===== src/rtl/inverse_freq_sched_pkg.sv =====
// Shared defaults, FSM state encoding and small helpers for the run-level
// frequency-bin scheduler.
package inverse_freq_sched_pkg;

  localparam int FREQ_NUM_DEF       = 257;
  localparam int FREQ_CNT_WIDTH_DEF = 9;
  localparam int START_GAP_DEF      = 4;
  localparam int TIMEOUT_CYC_DEF    = 4096;
  localparam int TIMEOUT_WIDTH_DEF  = 13;

  typedef enum logic [2:0] {
    S_IDLE      = 3'd0,
    S_KICK      = 3'd1,
    S_WAIT_DONE = 3'd2,
    S_GAP       = 3'd3,
    S_FINISH    = 3'd4,
    S_ERROR     = 3'd5
  } state_e;

  // ERROR is deliberately not busy so the host sees the run has stopped.
  function automatic logic is_busy(input state_e s);
    return (s == S_KICK) || (s == S_WAIT_DONE) || (s == S_GAP) || (s == S_FINISH);
  endfunction

endpackage


===== src/rtl/inverse_freq_sched_if.sv =====
// Control/engine bundle between host FSM, scheduler and inverse engine.
// master = scheduler view, slave = host/engine view.
interface inverse_freq_sched_if
  import inverse_freq_sched_pkg::*;
#(
  parameter int FREQ_CNT_WIDTH = FREQ_CNT_WIDTH_DEF
);
  logic                      run_start;
  logic                      run_abort;
  logic                      inv_start;
  logic                      inv_done;
  logic                      inv_all_freq_finish;
  logic [FREQ_CNT_WIDTH-1:0] freq_idx;
  logic                      busy;
  logic                      run_done;
  logic                      err_timeout;
  logic                      err_sync;

  modport master (
    input  run_start, run_abort, inv_done, inv_all_freq_finish,
    output inv_start, freq_idx, busy, run_done, err_timeout, err_sync
  );

  modport slave (
    output run_start, run_abort, inv_done, inv_all_freq_finish,
    input  inv_start, freq_idx, busy, run_done, err_timeout, err_sync
  );
endinterface


===== src/rtl/inv_sched_timer.sv =====
// Loadable up-counter with clear and enable; hit_o flags count == term_i.
// Shared between the done-timeout watchdog and the inter-kick gap.
module inv_sched_timer #(
  parameter int WIDTH = 13
) (
  input  logic             clk,
  input  logic             rst_n,
  input  logic             clr_i,
  input  logic             en_i,
  input  logic             load_i,
  input  logic [WIDTH-1:0] load_val_i,
  input  logic [WIDTH-1:0] term_i,
  output logic             hit_o
);

  logic [WIDTH-1:0] cnt_q;
  logic [WIDTH-1:0] cnt_d;

  always_comb begin
    cnt_d = cnt_q;
    if (clr_i) begin
      cnt_d = '0;
    end else if (load_i) begin
      cnt_d = load_val_i;
    end else if (en_i) begin
      cnt_d = cnt_q + WIDTH'(1);
    end
  end

  always_ff @(posedge clk) begin
    if (!rst_n) begin
      cnt_q <= '0;
    end else begin
      cnt_q <= cnt_d;
    end
  end

  assign hit_o = (cnt_q == term_i);

endmodule


===== src/rtl/inverse_freq_sched.sv =====
// Walks the inverse engine through every frequency bin per run: one kick per
// bin, waits for the done edge, with per-bin watchdog and finish-flag cross-check.
module inverse_freq_sched
  import inverse_freq_sched_pkg::*;
#(
  parameter int FREQ_NUM       = FREQ_NUM_DEF,
  parameter int FREQ_CNT_WIDTH = FREQ_CNT_WIDTH_DEF,
  parameter int START_GAP      = START_GAP_DEF,
  parameter int TIMEOUT_CYC    = TIMEOUT_CYC_DEF,
  parameter int TIMEOUT_WIDTH  = TIMEOUT_WIDTH_DEF
) (
  input logic                  clk,
  input logic                  rst_n,
  inverse_freq_sched_if.master bus
);

  localparam logic [FREQ_CNT_WIDTH-1:0] LAST_IDX     = FREQ_CNT_WIDTH'(FREQ_NUM - 1);
  localparam logic [TIMEOUT_WIDTH-1:0]  TIMEOUT_TERM = TIMEOUT_WIDTH'(TIMEOUT_CYC - 1);
  localparam logic [TIMEOUT_WIDTH-1:0]  GAP_TERM     = TIMEOUT_WIDTH'(START_GAP - 1);

  state_e                    state_q, state_d;
  logic                      done_q;
  logic [FREQ_CNT_WIDTH-1:0] freq_idx_q, freq_idx_d;
  logic                      err_timeout_q, err_timeout_d;
  logic                      err_sync_q, err_sync_d;
  logic                      inv_start_q;
  logic                      busy_q;
  logic                      run_done_q;

  logic                      done_edge;
  logic                      last_bin;
  logic                      timer_clr;
  logic                      timer_en;
  logic                      timer_hit;
  logic [TIMEOUT_WIDTH-1:0]  timer_term;

  assign done_edge  = bus.inv_done & ~done_q;
  assign last_bin   = (freq_idx_q == LAST_IDX);
  assign timer_term = (state_q == S_GAP) ? GAP_TERM : TIMEOUT_TERM;

  inv_sched_timer #(
    .WIDTH (TIMEOUT_WIDTH)
  ) u_timer (
    .clk        (clk),
    .rst_n      (rst_n),
    .clr_i      (timer_clr),
    .en_i       (timer_en),
    .load_i     (1'b0),
    .load_val_i ('0),
    .term_i     (timer_term),
    .hit_o      (timer_hit)
  );

  always_comb begin
    state_d       = state_q;
    freq_idx_d    = freq_idx_q;
    err_timeout_d = err_timeout_q;
    err_sync_d    = err_sync_q;
    timer_clr     = 1'b0;
    timer_en      = 1'b0;

    case (state_q)
      S_IDLE: begin
        if (bus.run_start) begin
          state_d       = S_KICK;
          freq_idx_d    = '0;
          err_timeout_d = 1'b0;
          err_sync_d    = 1'b0;
        end
      end
      S_KICK: begin
        timer_clr = 1'b1;
        state_d   = S_WAIT_DONE;
      end
      S_WAIT_DONE: begin
        timer_en = 1'b1;
        // A done edge on the watchdog's last cycle still counts as success.
        if (done_edge) begin
          if (bus.inv_all_freq_finish != last_bin) begin
            err_sync_d = 1'b1;
          end
          if (last_bin) begin
            state_d = S_FINISH;
          end else begin
            state_d   = S_GAP;
            timer_clr = 1'b1;
          end
        end else if (timer_hit) begin
          err_timeout_d = 1'b1;
          state_d       = S_ERROR;
        end
      end
      S_GAP: begin
        timer_en = 1'b1;
        if (timer_hit) begin
          freq_idx_d = freq_idx_q + FREQ_CNT_WIDTH'(1);
          state_d    = S_KICK;
        end
      end
      S_FINISH: state_d = S_IDLE;
      S_ERROR:  state_d = S_ERROR;
      default:  state_d = S_IDLE;
    endcase

    // Abort overrides any transition and leaves index and sticky flags untouched.
    if (bus.run_abort) begin
      state_d       = S_IDLE;
      freq_idx_d    = freq_idx_q;
      err_timeout_d = err_timeout_q;
      err_sync_d    = err_sync_q;
    end
  end

  always_ff @(posedge clk) begin
    if (!rst_n) begin
      state_q       <= S_IDLE;
      done_q        <= 1'b0;
      freq_idx_q    <= '0;
      err_timeout_q <= 1'b0;
      err_sync_q    <= 1'b0;
      inv_start_q   <= 1'b0;
      busy_q        <= 1'b0;
      run_done_q    <= 1'b0;
    end else begin
      state_q       <= state_d;
      done_q        <= bus.inv_done;
      freq_idx_q    <= freq_idx_d;
      err_timeout_q <= err_timeout_d;
      err_sync_q    <= err_sync_d;
      inv_start_q   <= (state_d == S_KICK);
      busy_q        <= is_busy(state_d);
      run_done_q    <= (state_d == S_FINISH);
    end
  end

  assign bus.inv_start   = inv_start_q;
  assign bus.freq_idx    = freq_idx_q;
  assign bus.busy        = busy_q;
  assign bus.run_done    = run_done_q;
  assign bus.err_timeout = err_timeout_q;
  assign bus.err_sync    = err_sync_q;

endmodule


===== src/flat_wrapper.sv =====
// flat-port wrapper written by rule: the top's interface ports become plain ports
module inverse_freq_sched_flat import inverse_freq_sched_pkg::*;
#(
  parameter int FREQ_NUM       = FREQ_NUM_DEF,
  parameter int FREQ_CNT_WIDTH = FREQ_CNT_WIDTH_DEF,
  parameter int START_GAP      = START_GAP_DEF,
  parameter int TIMEOUT_CYC    = TIMEOUT_CYC_DEF,
  parameter int TIMEOUT_WIDTH  = TIMEOUT_WIDTH_DEF
)
  (clk, rst_n, bus_run_start, bus_run_abort, bus_inv_done, bus_inv_all_freq_finish, bus_inv_start, bus_freq_idx, bus_busy, bus_run_done, bus_err_timeout, bus_err_sync);
  inverse_freq_sched_if #(.FREQ_CNT_WIDTH(FREQ_CNT_WIDTH)) bus_i ();
  input logic clk;
  input logic rst_n;
  input wire logic [$bits(bus_i.run_start)-1:0] bus_run_start;
  input wire logic [$bits(bus_i.run_abort)-1:0] bus_run_abort;
  input wire logic [$bits(bus_i.inv_done)-1:0] bus_inv_done;
  input wire logic [$bits(bus_i.inv_all_freq_finish)-1:0] bus_inv_all_freq_finish;
  output wire logic [$bits(bus_i.inv_start)-1:0] bus_inv_start;
  output wire logic [$bits(bus_i.freq_idx)-1:0] bus_freq_idx;
  output wire logic [$bits(bus_i.busy)-1:0] bus_busy;
  output wire logic [$bits(bus_i.run_done)-1:0] bus_run_done;
  output wire logic [$bits(bus_i.err_timeout)-1:0] bus_err_timeout;
  output wire logic [$bits(bus_i.err_sync)-1:0] bus_err_sync;
  assign bus_i.run_start = bus_run_start;
  assign bus_i.run_abort = bus_run_abort;
  assign bus_i.inv_done = bus_inv_done;
  assign bus_i.inv_all_freq_finish = bus_inv_all_freq_finish;
  assign bus_inv_start = bus_i.inv_start;
  assign bus_freq_idx = bus_i.freq_idx;
  assign bus_busy = bus_i.busy;
  assign bus_run_done = bus_i.run_done;
  assign bus_err_timeout = bus_i.err_timeout;
  assign bus_err_sync = bus_i.err_sync;
  inverse_freq_sched #(.FREQ_NUM(FREQ_NUM), .FREQ_CNT_WIDTH(FREQ_CNT_WIDTH), .START_GAP(START_GAP), .TIMEOUT_CYC(TIMEOUT_CYC), .TIMEOUT_WIDTH(TIMEOUT_WIDTH)) u_core (.clk(clk), .rst_n(rst_n), .bus(bus_i));
endmodule

===== config.mk =====
export PLATFORM = sky130hd
export DESIGN_NAME = inverse_freq_sched_flat
export DESIGN_NICKNAME = d
export VERILOG_FILES = /design/src/rtl/inverse_freq_sched_pkg.sv /design/src/rtl/inverse_freq_sched_if.sv /design/src/rtl/inv_sched_timer.sv /design/src/rtl/inverse_freq_sched.sv /design/src/flat_wrapper.sv
export SDC_FILE = /design/constraint.sdc
export NUM_CORES = 1
export LEC_CHECK = 0
export ABC_CLOCK_PERIOD_IN_PS = 8100
export BUFFER_PORTS_ARGS = -buffer_cell sky130_fd_sc_hd__buf_2
export CAP_MARGIN = 25
export CORE_ASPECT_RATIO = 1.2
export CORE_MARGIN = 4
export CORE_UTILIZATION = 35
export CTS_CLUSTER_SIZE = 16
export DETAILED_ROUTE_END_ITERATION = 8
export SLEW_MARGIN = 20
export SYNTH_ARGS = -nofsm -noshare
export SYNTH_HDL_FRONTEND = slang
export SYNTH_HIERARCHICAL = 1
export SYNTH_SLANG_ARGS = --single-unit

===== constraint.sdc =====
create_clock -name clk -period 8.1 [get_ports clk]
set_input_delay 2.43 -clock clk [delete_from_list [all_inputs] [get_ports clk]]
set_output_delay 2.43 -clock clk [all_outputs]
set_load 0.005 [all_outputs]

==> impl_metrics.json <==
{
  "dpl.hpwl_mm": 2.81,
  "synth_top_family_by_area": "simple AND/OR/NAND/NOR gates",
  "reg2reg_depth": 9,
  "hold_start": "u_core/bus.err_timeout",
  "finalNetCount": 255,
  "numPortBuffers": 19,
  "cts_buffers": 5,
  "drc": 0,
  "ys_ff_latch": 31,
  "start_kind": "flop",
  "required_ns": 8.31,
  "ctsResizeCount": 0,
  "finalSetupViolCount": 0,
  "yosys-top-cells-area": "dfxtp_1 35%, xnor2_1 10%, a21oi_1 5.1%",
  "synth_area_sq_um": 1760,
  "rsz0062_at_grt": "false",
  "io_pins": 20,
  "place_congestion": 0.807,
  "synthAdderAreaFrac_pct": 2.14,
  "drt-total-wl_mm": 3.78,
  "drtAntennaViolNets": 0,
  "synth.yosys.seq_area_share_pct": 35.3,
  "syn2layout_area_growth_pct": 18.8,
  "synthSimpleGateAreaFrac_pct": 24.5,
  "grt_max_degree": 20,
  "cts_hold_buf": 0,
  "endpoint_kind": "flop",
  "wire_per_inst_um": 12.3,
  "core_area_sq_um": 4900,
  "synth-edff-count": 0,
  "diodes": 0,
  "layout_min_cycle_time_ns": 3.74,
  "hp-class": "reg2reg",
  "multi_input_area_sq_um": 1140,
  "avgSynthCellArea_sq_um": 8.53,
  "synth_compound_area_share_pct": 16.2,
  "fin_skew_ns": 0.0113,
  "regToRegSetupSlack_ns": 4.36,
  "synth_area_leader_cell": "dfxtp_1",
  "htreeDepth": 2,
  "clk_latency_ns": 0.28,
  "numClockSinks": 31,
  "cts_buffer_depth": 2,
  "tightest_slew_ns": 0.640,
  "drv_cap": 0,
  "cts-root-buf": "clkbuf_8",
  "critPathKind": "reg2reg",
  "synth_flop_cell": "dfxtp_1",
  "synth-xor-area-share_pct": 15.0,
  "syn_inst": 206,
  "yosys.area.top_type_share_pct": 35.3,
  "drt_first_pass_iters": 4,
  "endpoint": "u_core/bus.freq_idx[7]",
  "ir_drop_mv": 0.104,
  "critPathArrivalTime_ns": 3.95,
  "antenna_found_initial": 0,
  "rows": 28,
  "via_per_inst": 4.95,
  "die_area_sq_um": 6220,
  "grt_pass1_wl_mm": 6.47,
  "async_reset_ff_share_pct": 0,
  "yosys_warnings": 6,
  "drtIter0Drc": 87,
  "vias": 1521,
  "power_density_nw_per_um2": 173,
  "synthMuxAreaShare_pct": 2.28,
  "timing.rr.start": "u_core/state_q[1]",
  "finalHoldViolCount": 0,
  "die_h_um": 85.6,
  "status": "complete, no violations",
  "fin_crit_sh_pct": 46.2,
  "slew_viol_final": 0,
  "final.fill_count": 541,
  "hold_ws_ns": 0.452,
  "power_leakage_nw": 0.800,
  "track_usage_pct": 13.3,
  "synth_cell_types": 44,
  "die_x_um": 72.7,
  "slew_headroom_pct": 57.0,
  "overflow": 0,
  "grt_pass1_vias": 1428,
  "cts_setup_buffers": 0,
  "critPathMaxFanout": 13,
  "clk_pin_slew_ns": 0.07,
  "crit_start": "u_core/state_q[1]",
  "fin_tns_setup_ns": 0,
  "seq_area_sq_um": 621,
  "cts_tree": "done",
  "max_freq_mhz": 267,
  "timing.rr.end": "u_core/bus.freq_idx[7]",
  "initial_core_util_pct": 35.8,
  "drive_above_1_share_pct": 13.0
}
[critical path, cell delays in order, from the launching register on]
cell	delay (ns)
dfxtp_1	0.57
nand3b_1	0.54
xor2_1	0.31
nor4_1	0.31
nand4_1	0.12
nor4_1	0.60
and3_1	0.33
o21ai_1	0.22
or4_1	0.52
a21oi_1	0.16
[metal layers]
| metal | vias up | wire, um | track usage, % |
|---|---|---|---|
| li1 | 796 | - | - |
| met1 | 700 | 1740 | 15.6 |
| met2 | 21 | 1890 | 22.7 |
| met3 | 4 | 92 | 2.93 |
| met4 | 0 | 54 | 6.04 |
| met5 | - | 0 | 0 |
[worst min path at each step]
stage,endpoint,slack (ns),depth (start not counted)
after CTS,u_core/bus.err_timeout,0.46,2
after global routing,u_core/bus.err_timeout,0.47,2
final,u_core/bus.err_timeout,0.45,2
after global placement,u_core/bus.err_timeout,0.45,2
after floorplan,u_core/bus.err_timeout,0.44,2
after detailed placement,u_core/bus.err_timeout,0.45,2
[logic make-up after synthesis]
family | Yosys count
AO/OA/AOI/OAI | 47
XOR/XNOR | 30
adder cells (fa/ha/maj) | 3
buffers and inverters | 17
flip-flops | 31
multiplexers | 4
other | 2
AND/OR/NAND/NOR | 72
[cell usage after synthesis, drive strengths merged (3+ instances only)]
| cell type | instances |
|---|---|
| clkbuf | 4 |
| nor2 | 17 |
| xnor2 | 20 |
| nand3 | 5 |
| nand2 | 10 |
| nor3 | 6 |
| nor4 | 6 |
| o2111ai | 3 |
| and2 | 4 |
| mux2i | 4 |
| or4b | 3 |
| or4 | 4 |
| ha | 3 |
| nand4 | 6 |
| o21ai | 13 |
| inv | 10 |
| xor2 | 10 |
| a21oi | 18 |
| dfxtp | 31 |
| o31ai | 4 |
[per-stage QoR]
stage               std cells  area, sq um  setup WS (ns)  total power, W  util [%]
floorplan                 226         1830           4.45        0.000197         -
global placement          299         1970           4.26        0.000205      40.2
detailed placement        299         1970           4.22        0.000206      40.2
CTS                       307         2090           4.34        0.000366      42.6
global route              307         2090           3.92        0.000379      42.6
finish                    307         2090           4.36        0.000361      42.6
[cells in the final DEF (no fill, tap or decap), types with 4 or more instances in the layout]
cell type and n:
dfxtp_1 31, conb_1 22, xnor2_1 20, buf_2 19
a21oi_1 18, nor2_1 17, o21ai_0 12, inv_1 10
nand2_1 10, xor2_1 10, clkbuf_8 6, nor3_1 6
nor4_1 6, nand4_1 5, o31ai_1 4, nand3_1 4
and2_1 4, mux2i_1 4
[sequential cells by signal (all words and copies together), names as in the netlist]
signal,count
u_core/bus.err_timeout,1
u_core/bus.freq_idx,9
u_core/bus.err_sync,1
u_core/bus.busy,1
u_core/bus.run_done,1
u_core/bus.inv_start,1
u_core/done_q,1
u_core/state_q,3
u_core/u_timer/cnt_q,13
[layout make-up]
cell class | instances | share of cell area (%)
Clock inverter | 2 | 1.68
Inverter | 11 | 1.98
Multi-Input combinational cell | 178 | 54.5
Timing Repair Buffer | 19 | 4.56
Clock buffer | 6 | 3.96
Tap cell | 60 | 3.60
Sequential cell | 31 | 29.7
[where the power goes]
group / switching [W] / leakage (nW) / internal (W)
Clock: 0.0000590 / 0.0612 / 0.0000995
Sequential: 0.00000930 / 0.254 / 0.000159
Combinational: 0.0000187 / 0.485 / 0.0000155
Power figures use the tool's default switching activity.
